### src/rtl/mem_port_arbiter_if.sv
// Core-side (instruction fetch and data) request/response signals plus the shared memory port.
// The arbiter takes the slave view; the core/memory environment takes the master view.
interface mem_port_arbiter_if #(
  parameter int ADDR_W = 32
) ();

  // Instruction fetch requester
  logic              if_req;
  logic [ADDR_W-1:0] if_addr;
  logic              if_gnt;
  logic              if_rvalid;
  logic [31:0]       if_rdata;

  // Data load/store requester
  logic              d_req;
  logic              d_we;
  logic [ADDR_W-1:0] d_addr;
  logic [63:0]       d_wdata;
  logic [7:0]        d_wmask;
  logic              d_gnt;
  logic              d_rvalid;
  logic [63:0]       d_rdata;

  // Shared memory port
  logic              mem_en;
  logic              mem_we;
  logic [ADDR_W-1:0] mem_addr;
  logic [63:0]       mem_wdata;
  logic [7:0]        mem_wmask;
  logic [63:0]       mem_rdata;

  logic              busy;

  modport slave (
    input  if_req, if_addr,
    output if_gnt, if_rvalid, if_rdata,
    input  d_req, d_we, d_addr, d_wdata, d_wmask,
    output d_gnt, d_rvalid, d_rdata,
    output mem_en, mem_we, mem_addr, mem_wdata, mem_wmask,
    input  mem_rdata,
    output busy
  );

  modport master (
    output if_req, if_addr,
    input  if_gnt, if_rvalid, if_rdata,
    output d_req, d_we, d_addr, d_wdata, d_wmask,
    input  d_gnt, d_rvalid, d_rdata,
    input  mem_en, mem_we, mem_addr, mem_wdata, mem_wmask,
    output mem_rdata,
    input  busy
  );

endinterface

### src/rtl/mem_port_arbiter.sv
// Shares one fixed-latency single-port 64-bit memory between instruction fetch and data ports.
// Define ARB_ROUND_ROBIN_EN for round-robin tie-breaking; otherwise D has fixed priority on ties.
module mem_port_arbiter #(
  parameter int ADDR_W  = 32,
  parameter int MEM_LAT = 1
) (
  input  logic              clk,
  input  logic              nrst,
  mem_port_arbiter_if.slave bus
);

  localparam int               CNT_W    = $clog2(MEM_LAT) + 1;
  localparam logic [CNT_W-1:0] CNT_LOAD = CNT_W'(MEM_LAT - 1);

  if (MEM_LAT < 1 || MEM_LAT > 4) begin : g_bad_lat
    $fatal(1, "mem_port_arbiter: MEM_LAT=%0d outside legal range 1..4", MEM_LAT);
  end

  typedef enum logic [1:0] {
    ST_IDLE = 2'd0,
    ST_WAIT = 2'd1,
    ST_RESP = 2'd2
  } state_t;

  state_t            state_reg, state_next;
  logic [CNT_W-1:0]  cnt_reg, cnt_next;
  logic              own_d_reg, own_d_next;
  logic              own_we_reg, own_we_next;
  logic              own_hi_reg, own_hi_next;
  logic [31:0]       if_rdata_reg, if_rdata_next;
  logic [63:0]       d_rdata_reg, d_rdata_next;

`ifdef ARB_ROUND_ROBIN_EN
  logic              last_d_reg, last_d_next;
`endif

  logic              grant_ok;
  logic              pick_d;
  logic              if_gnt_c;
  logic              d_gnt_c;
  logic              issue;
  logic              capture;
  logic              mem_we_c;
  logic [ADDR_W-1:0] mem_addr_c;
  logic [63:0]       mem_wdata_c;
  logic [7:0]        mem_wmask_c;

  // Arbitration: RESP is idle-equivalent so a new grant can overlap the completion pulse.
  always_comb begin
    grant_ok = nrst && (state_reg == ST_IDLE || state_reg == ST_RESP);
`ifdef ARB_ROUND_ROBIN_EN
    pick_d   = bus.d_req && (!bus.if_req || !last_d_reg);
`else
    pick_d   = bus.d_req;
`endif
    d_gnt_c  = grant_ok && pick_d;
    if_gnt_c = grant_ok && bus.if_req && !pick_d;
    issue    = d_gnt_c || if_gnt_c;
  end

`ifdef ARB_ROUND_ROBIN_EN
  always_comb begin
    last_d_next = last_d_reg;
    if (d_gnt_c) begin
      last_d_next = 1'b1;
    end else if (if_gnt_c) begin
      last_d_next = 1'b0;
    end
  end
`endif

  // Memory command is only driven in the grant cycle; fetches never write.
  always_comb begin
    mem_we_c    = 1'b0;
    mem_addr_c  = '0;
    mem_wdata_c = '0;
    mem_wmask_c = 8'h00;
    if (d_gnt_c) begin
      mem_we_c    = bus.d_we;
      mem_addr_c  = bus.d_addr;
      mem_wdata_c = bus.d_wdata;
      mem_wmask_c = bus.d_we ? bus.d_wmask : 8'h00;
    end else if (if_gnt_c) begin
      mem_addr_c  = bus.if_addr;
    end
  end

  always_comb begin
    state_next    = state_reg;
    cnt_next      = cnt_reg;
    own_d_next    = own_d_reg;
    own_we_next   = own_we_reg;
    own_hi_next   = own_hi_reg;
    if_rdata_next = if_rdata_reg;
    d_rdata_next  = d_rdata_reg;
    capture       = 1'b0;

    case (state_reg)
      ST_IDLE, ST_RESP: begin
        state_next = ST_IDLE;
        if (issue) begin
          state_next  = ST_WAIT;
          cnt_next    = CNT_LOAD;
          own_d_next  = d_gnt_c;
          own_we_next = d_gnt_c && bus.d_we;
          own_hi_next = if_gnt_c && bus.if_addr[2];
        end
      end
      ST_WAIT: begin
        if (cnt_reg == '0) begin
          capture    = 1'b1;
          state_next = ST_RESP;
        end else begin
          cnt_next = cnt_reg - CNT_W'(1);
        end
      end
      default: begin
        state_next = ST_IDLE;
      end
    endcase

    // Read data lands directly in the per-port holding registers; stores leave d_rdata alone.
    if (capture) begin
      if (!own_d_reg) begin
        if_rdata_next = own_hi_reg ? bus.mem_rdata[63:32] : bus.mem_rdata[31:0];
      end else if (!own_we_reg) begin
        d_rdata_next = bus.mem_rdata;
      end
    end
  end

  always_ff @(posedge clk) begin
    if (!nrst) begin
      state_reg    <= ST_IDLE;
      cnt_reg      <= '0;
      own_d_reg    <= 1'b0;
      own_we_reg   <= 1'b0;
      own_hi_reg   <= 1'b0;
      if_rdata_reg <= '0;
      d_rdata_reg  <= '0;
    end else begin
      state_reg    <= state_next;
      cnt_reg      <= cnt_next;
      own_d_reg    <= own_d_next;
      own_we_reg   <= own_we_next;
      own_hi_reg   <= own_hi_next;
      if_rdata_reg <= if_rdata_next;
      d_rdata_reg  <= d_rdata_next;
    end
  end

`ifdef ARB_ROUND_ROBIN_EN
  // Reset pointer says IF won last, so D takes the first tie.
  always_ff @(posedge clk) begin
    if (!nrst) begin
      last_d_reg <= 1'b0;
    end else begin
      last_d_reg <= last_d_next;
    end
  end
`endif

  assign bus.if_gnt    = if_gnt_c;
  assign bus.d_gnt     = d_gnt_c;
  assign bus.mem_en    = issue;
  assign bus.mem_we    = mem_we_c;
  assign bus.mem_addr  = mem_addr_c;
  assign bus.mem_wdata = mem_wdata_c;
  assign bus.mem_wmask = mem_wmask_c;
  assign bus.if_rvalid = nrst && (state_reg == ST_RESP) && !own_d_reg;
  assign bus.d_rvalid  = nrst && (state_reg == ST_RESP) && own_d_reg;
  assign bus.if_rdata  = if_rdata_reg;
  assign bus.d_rdata   = d_rdata_reg;
  assign bus.busy      = nrst && (state_reg != ST_IDLE);

  a_single_gnt: assert property (@(posedge clk) !(bus.if_gnt && bus.d_gnt));
  a_en_is_grant: assert property (@(posedge clk) bus.mem_en == (bus.if_gnt || bus.d_gnt));
  a_no_gnt_in_wait: assert property (@(posedge clk) (state_reg == ST_WAIT) |-> !bus.mem_en);

endmodule
### src/flat_wrapper.sv
// flat-port wrapper written by rule: the top's interface ports become plain ports
module mem_port_arbiter_flat 
#(
  parameter int ADDR_W  = 32,
  parameter int MEM_LAT = 1
)
  (clk, nrst, bus_if_req, bus_if_addr, bus_if_gnt, bus_if_rvalid, bus_if_rdata, bus_d_req, bus_d_we, bus_d_addr, bus_d_wdata, bus_d_wmask, bus_d_gnt, bus_d_rvalid, bus_d_rdata, bus_mem_en, bus_mem_we, bus_mem_addr, bus_mem_wdata, bus_mem_wmask, bus_mem_rdata, bus_busy);
  mem_port_arbiter_if #(.ADDR_W(ADDR_W)) bus_i ();
  input  logic clk;
  input  logic nrst;
  input wire logic [$bits(bus_i.if_req)-1:0] bus_if_req;
  input wire logic [$bits(bus_i.if_addr)-1:0] bus_if_addr;
  output wire logic [$bits(bus_i.if_gnt)-1:0] bus_if_gnt;
  output wire logic [$bits(bus_i.if_rvalid)-1:0] bus_if_rvalid;
  output wire logic [$bits(bus_i.if_rdata)-1:0] bus_if_rdata;
  input wire logic [$bits(bus_i.d_req)-1:0] bus_d_req;
  input wire logic [$bits(bus_i.d_we)-1:0] bus_d_we;
  input wire logic [$bits(bus_i.d_addr)-1:0] bus_d_addr;
  input wire logic [$bits(bus_i.d_wdata)-1:0] bus_d_wdata;
  input wire logic [$bits(bus_i.d_wmask)-1:0] bus_d_wmask;
  output wire logic [$bits(bus_i.d_gnt)-1:0] bus_d_gnt;
  output wire logic [$bits(bus_i.d_rvalid)-1:0] bus_d_rvalid;
  output wire logic [$bits(bus_i.d_rdata)-1:0] bus_d_rdata;
  output wire logic [$bits(bus_i.mem_en)-1:0] bus_mem_en;
  output wire logic [$bits(bus_i.mem_we)-1:0] bus_mem_we;
  output wire logic [$bits(bus_i.mem_addr)-1:0] bus_mem_addr;
  output wire logic [$bits(bus_i.mem_wdata)-1:0] bus_mem_wdata;
  output wire logic [$bits(bus_i.mem_wmask)-1:0] bus_mem_wmask;
  input wire logic [$bits(bus_i.mem_rdata)-1:0] bus_mem_rdata;
  output wire logic [$bits(bus_i.busy)-1:0] bus_busy;
  assign bus_i.if_req = bus_if_req;
  assign bus_i.if_addr = bus_if_addr;
  assign bus_if_gnt = bus_i.if_gnt;
  assign bus_if_rvalid = bus_i.if_rvalid;
  assign bus_if_rdata = bus_i.if_rdata;
  assign bus_i.d_req = bus_d_req;
  assign bus_i.d_we = bus_d_we;
  assign bus_i.d_addr = bus_d_addr;
  assign bus_i.d_wdata = bus_d_wdata;
  assign bus_i.d_wmask = bus_d_wmask;
  assign bus_d_gnt = bus_i.d_gnt;
  assign bus_d_rvalid = bus_i.d_rvalid;
  assign bus_d_rdata = bus_i.d_rdata;
  assign bus_mem_en = bus_i.mem_en;
  assign bus_mem_we = bus_i.mem_we;
  assign bus_mem_addr = bus_i.mem_addr;
  assign bus_mem_wdata = bus_i.mem_wdata;
  assign bus_mem_wmask = bus_i.mem_wmask;
  assign bus_i.mem_rdata = bus_mem_rdata;
  assign bus_busy = bus_i.busy;
  mem_port_arbiter #(.ADDR_W(ADDR_W), .MEM_LAT(MEM_LAT)) u_core (.clk(clk), .nrst(nrst), .bus(bus_i));
endmodule
### config.mk
export PLATFORM = sky130hd
export DESIGN_NAME = mem_port_arbiter_flat
export DESIGN_NICKNAME = d
export VERILOG_FILES = /design/src/rtl/mem_port_arbiter_if.sv /design/src/rtl/mem_port_arbiter.sv /design/src/flat_wrapper.sv
export SDC_FILE = /design/constraint.sdc
export NUM_CORES = 1
export LEC_CHECK = 0
export CAP_MARGIN = 10
export CORE_AREA = 2 2 161 163
export DETAILED_ROUTE_END_ITERATION = 16
export DIE_AREA = 0 0 163 165
export GPL_TIMING_DRIVEN = 0
export HOLD_SLACK_MARGIN = 0.06
export PLACE_DENSITY_LB_ADDON = 0.25
export SYNTH_ARGS = -nofsm -noshare
export SYNTH_HDL_FRONTEND = slang
export SYNTH_SLANG_ARGS = --single-unit
### constraint.sdc
create_clock -name clk -period 1.4 [get_ports clk]
set_input_delay 0.28 -clock clk [delete_from_list [all_inputs] [get_ports clk]]
set_output_delay 0.28 -clock clk [all_outputs]
set_load 0.005 [all_outputs]
==> impl_results.md, run 1 <==
- Status: complete, but fails checks
- Violated checks: negative setup slack
- Vias in the first global route: 6,295
- # setup viols final: just under 200
- Via-per-instance ratio: around 4.4
- Slew of the pin with the lowest slew margin: 0.8112 ns
- Data arrival, critical path: about 1.8 ns
- DR vias: around 6,000
- CTS Buffer Depth: 2
- Peak VDD IR: approximately 0.55 mV
- GPL Wtd Cong: ~0.85
- Area grow syn2layout: 133.9%
- Largest net degree at the start of global routing: 20
- # IOs: 412
- Diode count: 0
- Filler Cell Count: between 2,000 and 2,500
- Syn Area/Cell: 8.874 sq um
- Power Dens Cells: 718.3 nW/um^2
- Synth warn: 0
- Seq cells post-synth: 101
- Placed instance count: between 1,000 and 1,500
- IO Port Bufs: just over 400
- Clk root buf: clkbuf_16
- Syn_nets: 744
- Post-DP HPWL: 24,260 um
- Critical path fanouts, max: 6
- Unrepaired setup endpoints after global routing: yes
- Crit Path Class: flop to output pin
- Fin nets: 1,228
- Worst Hold Class: primary input to flop
- Leak Pwr: 4.834 nW
- Full die area: around 27,000 sq um
- Worst Skew: 0.005695 ns
- Hold WS: around 0.33 ns
- WL final: 30,720 um
- Fraction of layout cells with a size suffix above 1: 38.56%
- Total chip power: 8.036 mW
- Sequential cell area: 2048 sq um
- Routed wl met2: 16,160 um
- First-pass GRT wire length: 43,360 um
- Final count of pins violating max slew: 0
- Final Critical Period: 2.025 ns
- Met3 WL post-DR: 2066 um
- DR pass1 iterations: 4
- CTS Hold Bufs: 0
- Setup TNS: -65.79 ns
- First-iteration detailed-routing DRC count: 208
- Seq/Total Area, Yosys: 42.27%
- Crit. End Element: output pin
- Unique masters post-synth: 31
- Die width: 163 um
- Drc violations: 0
- Die Y: between 150 and 200 um
- Hold Fails Final Rpt: 0
- Met1 Wirelength: 11,750 um
- TritonCTS buffer count: 9
- Remaining Overflow, GRT: 0
- Max-cap violations: 0
- Gr usage total: 22.56%
- Clock-pin slew on the worst setup and hold paths: 0.07 ns
- Post-route clock period utilization: 144.7%
- Fmax: 493.8 MHz
- Initial Util: 19.11%
- Final antenna-violating net count: 0
- Finished Layout Cells: 1,357
- Cell area after synthesis: 4783 sq um
- Max FFs per register: 64
- Syn Inst Count: 539
- TritonCTS Sinks: 101
- DR WL/cell: 22.64 um
- Required @ worst endpoint: 1.12 ns
- Crit path launch type: flop
- Max layer used: met5
- Footprint of the multi-input gates: between 2000 and 3000 sq um
- Cell row count: 58
- CTS tree: done
- Slew margin rel.: ~46%
- Fin worst setup slack: -0.6251 ns
- Initial antenna violation count: 2
- H-tree Lvls: 3
- Clk_lat worst skew: roughly 0.36 ns
- Core Area: approximately 25,000 sq um
-- repair_timing --
| action | 4_1_cts | 5_1_grt |
|---|---|---|
| pin swaps | 72 | 11 |
| endpoints found under the setup margin | 304 | 210 |
| buffers inserted | 44 | 10 |
| gates cloned | 17 | 1 |
| resized for setup | 934 | 62 |
-- worst paths after layout --
path                     startpoint                endpoint  slack [ns]  depth (start not counted)
min reg2reg  u_core.bus.d_rdata[18]  u_core.bus.d_rdata[18]        0.44                          2
min                      bus_if_req     u_core.state_reg[0]        0.33                          2
max             u_core.state_reg[0]        bus_mem_addr[31]       -0.63                          6
max reg2reg     u_core.state_reg[0]   u_core.bus.d_rdata[5]       -0.16                          8
-- synth_stat cells --
| cell | n | area, sq um |
|---|---|---|
| nand3_2 | 6 | 60.06 |
| buf_4 | 8 | 60.06 |
| nand2b_1 | 1 | 6.260 |
| inv_1 | 1 | 3.750 |
| dfxtp_1 | 101 | 2022 |
| buf_8 | 1 | 15.01 |
| nor2b_1 | 1 | 6.260 |
| and4bb_1 | 1 | 12.51 |
| o2bb2ai_1 | 32 | 280.3 |
| buf_1 | 3 | 11.26 |
| nor2_1 | 1 | 3.750 |
| o21bai_1 | 2 | 15.01 |
| and3_1 | 9 | 56.30 |
| o21a_1 | 3 | 22.52 |
| and2_4 | 1 | 8.760 |
| buf_2 | 20 | 100.1 |
| o21ai_1 | 9 | 45.04 |
| o31a_1 | 1 | 8.760 |
| o21ai_2 | 11 | 96.34 |
| clkbuf_2 | 5 | 25.02 |
| o21ai_0 | 45 | 225.2 |
| nand2_1 | 71 | 266.5 |
| nor4bb_1 | 1 | 10.01 |
| nand3_1 | 58 | 290.3 |
| buf_6 | 3 | 33.78 |
| buf_12 | 2 | 40.04 |
| and2_1 | 64 | 400.4 |
| mux2i_1 | 32 | 320.3 |
| and3b_1 | 2 | 17.52 |
| clkbuf_1 | 13 | 48.80 |
| a22o_1 | 31 | 271.5 |
-- metal layers --
layer	global-route usage, %	up-vias
met1	24.61	2810
li1	-	2879
met2	42.58	248
met4	6.195	2
met5	0	-
met3	6.278	36
-- cells by family (layout without fill, tap and decap cells) --
logic type | count (synthesis) | count (layout) | share of synthesized area [%]
AND/OR/NAND/NOR | 216 | 216 | 23.80
multiplexers | 32 | 32 | 6.696
buffers and inverters | 56 | 544 | 7.062
AO/OA/AOI/OAI | 134 | 134 | 20.17
flip-flops | 101 | 101 | 42.27
-- cell type report --
type                       instances  share of cell area, %
buffer                            53                  5.636
clock buffer                       9                  2.013
clock inverter                     6                 0.6486
inverter                           1                0.03355
multi-input combinational        382                  26.48
sequential                       101                  18.31
tap                              330                  3.690
timing repair buffer             475                  43.19
-- worst max-delay path: stages, from the launching register on --
cell,delay [ns]
dfxtp_4,0.36
and3b_2,0.24
buf_6,0.14
buf_8,0.13
buf_6,0.13
a22o_4,0.26
buf_6,0.13
-- layout by cell type, fill, tap and decap left out, types with 7 or more instances in the layout --
cell / instances
clkdlybuf4s50_1: 201
buf_6: 110
dlygate4sd2_1: 99
dfxtp_1: 82
nand2_1: 69
nand3_2: 49
and2_4: 44
o21ai_1: 39
buf_2: 34
mux2i_1: 32
a22o_1: 30
o21ai_2: 25
o2bb2ai_1: 24
buf_4: 22
and2_1: 21
buf_8: 20
dfxtp_2: 18
nand3_1: 14
buf_12: 12
clkbuf_16: 12
and3_4: 9
buf_16: 9
o2bb2ai_2: 8
clkbuf_1: 7
-- metrics by stage --
| step | setup slack [ns] | cell area, sq um | util [%] |
|---|---|---|---|
| floorplan | 0.03917 | 4785 | - |
| global route | -0.6931 | 11190 | 44.69 |
| finish | -0.6251 | 11190 | 44.69 |
| CTS | -0.6604 | 10930 | 43.66 |
| detailed placement | -1.742 | 9311 | 37.19 |
| global placement | -1.773 | 9311 | 37.19 |
-- power by group --
group	internal, mW	switching, mW
Clock	1.39	1.20
Combinational	1.44	0.934
Sequential	3.00	0.0674
(Power assumes the default switching activity.)
==> run 2, diff against run 1 <==
- CTS_BUF_LIST: unset -> sky130_fd_sc_hd__clkbuf_16
==> results of run 2 <==
Same layout as run 1: the final DEF is identical, and so are final timing and power.
==> run 3, diff against run 2 <==
- CORE_AREA: 2 2 161 163 -> 2 2 158 160
- DIE_AREA: 0 0 163 165 -> 0 0 160 162
- DONT_BUFFER_PORTS: unset -> 1
==> impl_results.md, run 3 (same netlist as run 1, synthesis figures left out) <==
- TritonCTS Sinks: 101
- DR pass1 iterations: 4
- Data arrival, critical path: 1.59 ns
- Remaining Overflow, GRT: 0
- Largest net degree at the start of global routing: 19
- Highest-delay cell along the critical path: dfxtp_4
- Clk_lat worst skew: 0.36 ns
- Max-cap violations: 0
- Crit path depth: 5
- Area grow syn2layout: 48.13%
- Final antenna-violating net count: 0
- Fraction of layout cells with a size suffix above 1: 34.13%
- Final core occ: 29.39%
- Die width: 160 um
- Sequential power share: 45.9%
- Final count of pins violating max slew: 0
- Required @ worst endpoint: ~1.1 ns
- Reg2Reg Launch Point: u_core.state_reg[0]
- Psw: roughly 1.9 mW
- Pint: between 4 and 5 mW
- Clock-pin slew on the worst setup and hold paths: 0.07 ns
- DR vias: 4,578
- Footprint of the multi-input gates: 2856 sq um
- Critical path fanouts, max: 6
- Placed instance count: 863
- Top delay family on crit path: simple AND/OR/NAND/NOR gates
- Clock Power Share: 36.1%
- Comb pwr share: 18.0%
- CTS Buffer Depth: 2
- Crit. End Element: output pin
- Reg-to-reg critical path endpoint: u_core.bus.d_rdata[60]
- # IOs: 412
- Clk root buf: clkbuf_16
- Filler Cell Count: between 2,000 and 3,000
- Hold Fails Final Rpt: 0
- DR WL/cell: 28.80 um
- H-tree Lvls: 3
- Drc violations: 0
- Cell row count: 57
- Fin worst setup slack: -0.4685 ns
- Slew of the pin with the lowest slew margin: 0.6303 ns
- Post-route clock period utilization: 133.5%
- Switching share of power: 28.09%
- Slew margin rel.: 57.98%
- Post-DP HPWL: 21,770 um
- Initial antenna violation count: 3
- Via-per-instance ratio: approximately 4.8
- Most frequent cells in the layout: 98 x dfxtp_1, 68 x nand2_1, 64 x and2_4
- Crit path buf inv count: 3
- Vias in the first global route: 4,591
- Unrepaired setup endpoints after global routing: yes
- TritonCTS buffer count: 9
- First-pass GRT wire length: 36,830 um
- Final Critical Period: ~1.9 ns
- IO Port Bufs: 0
- Worst Setup SP: u_core.state_reg[0]
- Fin nets: approximately 830
- Setup TNS: -47.47 ns
- CP max stage delay: 0.36 ns
- CTS tree: done
- Worst Reg2Reg Path Length in Cells: 7
- Sequential cell area: 2028 sq um
- Power Dens Cells: 956.5 nW/um^2
- Violated checks: negative setup slack
- Worst R2R Setup Slack: -0.14 ns
- Gr usage total: 19.82%
- Worst Hold Class: primary input to flop
- Status: complete, but fails checks
- Initial Util: 19.84%
- First-iteration detailed-routing DRC count: between 200 and 300
- Critical Path End: bus_mem_wdata[62]
- Fmax: 535.2 MHz
- WL final: around 27,000 um
- Die Y: 162 um
- Most frequent CP cell: buf_12
- # setup viols final: 163
- Commonest non-fill, non-tap cell in the layout: dfxtp_1
- Leak Pwr: 2.620 nW
- Worst Skew: ~0.011 ns
- Finished Layout Cells: roughly 950
- Core Area: 24,110 sq um
- Crit-path cells: and3b_2, buf_8, buf_12, buf_12, and2_4
- Max FFs per register: between 60 and 70
- Hold WS: 0.06548 ns
- Full die area: 25,920 sq um
- Total chip power: ~6.8 mW
- GPL Wtd Cong: a little under 0.9
- Peak VDD IR: 0.5028 mV
- Crit Path Class: flop to output pin
- Crit path launch type: flop
## run 3: worst min-delay path by stage
stage	start	end	slack [ns]	cells after the start
finish	bus_mem_rdata[0]	u_core.bus.d_rdata[0]	0.07	2
global route	bus_mem_rdata[3]	u_core.bus.d_rdata[3]	0.06	2
CTS	bus_mem_rdata[19]	u_core.bus.d_rdata[19]	0.06	2
detailed placement	bus_d_req	u_core.state_reg[0]	0.40	1
global placement	bus_d_req	u_core.state_reg[0]	0.39	1
floorplan	bus_d_req	u_core.state_reg[0]	0.39	1
## run 3: final cells by class
| class | instances | share of cell area [%] |
|---|---|---|
| buffer | 53 | 7.999 |
| inverter | 1 | 0.05298 |
| sequential | 101 | 28.62 |
| clock inverter | 7 | 0.8123 |
| timing repair buffer | 74 | 13.26 |
| antenna | 1 | 0.03532 |
| tap | 324 | 5.721 |
| multi-input combinational | 382 | 40.31 |
| clock buffer | 9 | 3.179 |
## run 3: worst register-to-register path: cells and delay by family (launching register included)
kind / cells / cell delay, ns
and+or+nand+nor: 2 / 0.36
AOI/OAI and AO/OA: 1 / 0.09
DFF: 1 / 0.37
buffers and inverters: 4 / 0.66
## run 3: stage by stage
| step | area, sq um | worst slack (ns) |
|---|---|---|
| final | 7086 | -0.4685 |
| after global routing | 7086 | -0.5405 |
| after CTS | 6591 | -0.5119 |
| after detailed placement | 5190 | -0.5240 |
| after global placement | 5190 | -0.5392 |
| after floorplan | 4785 | 0.03917 |
## run 3: layer usage
layer	up-vias	GRT usage, %	wire length, um
met4	0	3.071	227
met5	-	0	0
li1	2070	-	-
met2	237	37.68	14820
met3	20	9.142	2890
met1	2251	20.19	9482
## run 3: repair_timing
action	4_1_cts	5_1_grt
hold buffers	41	0
setup buffers	13	5
gates resized for setup	145	104
endpoints found under the setup margin	172	206
hold endpoints to repair	40	0
cloned	6	9
pin swaps	19	40
## run 3: power by group through the flow
stage               Clock (mW)  Sequential, mW  Combinational, mW
floorplan                    0            3.13              0.520
global placement             0            3.18              0.733
detailed placement           0            3.18              0.740
CTS                       2.51            3.11               1.06
global route              2.61            3.12               1.30
finish                    2.45            3.11               1.22
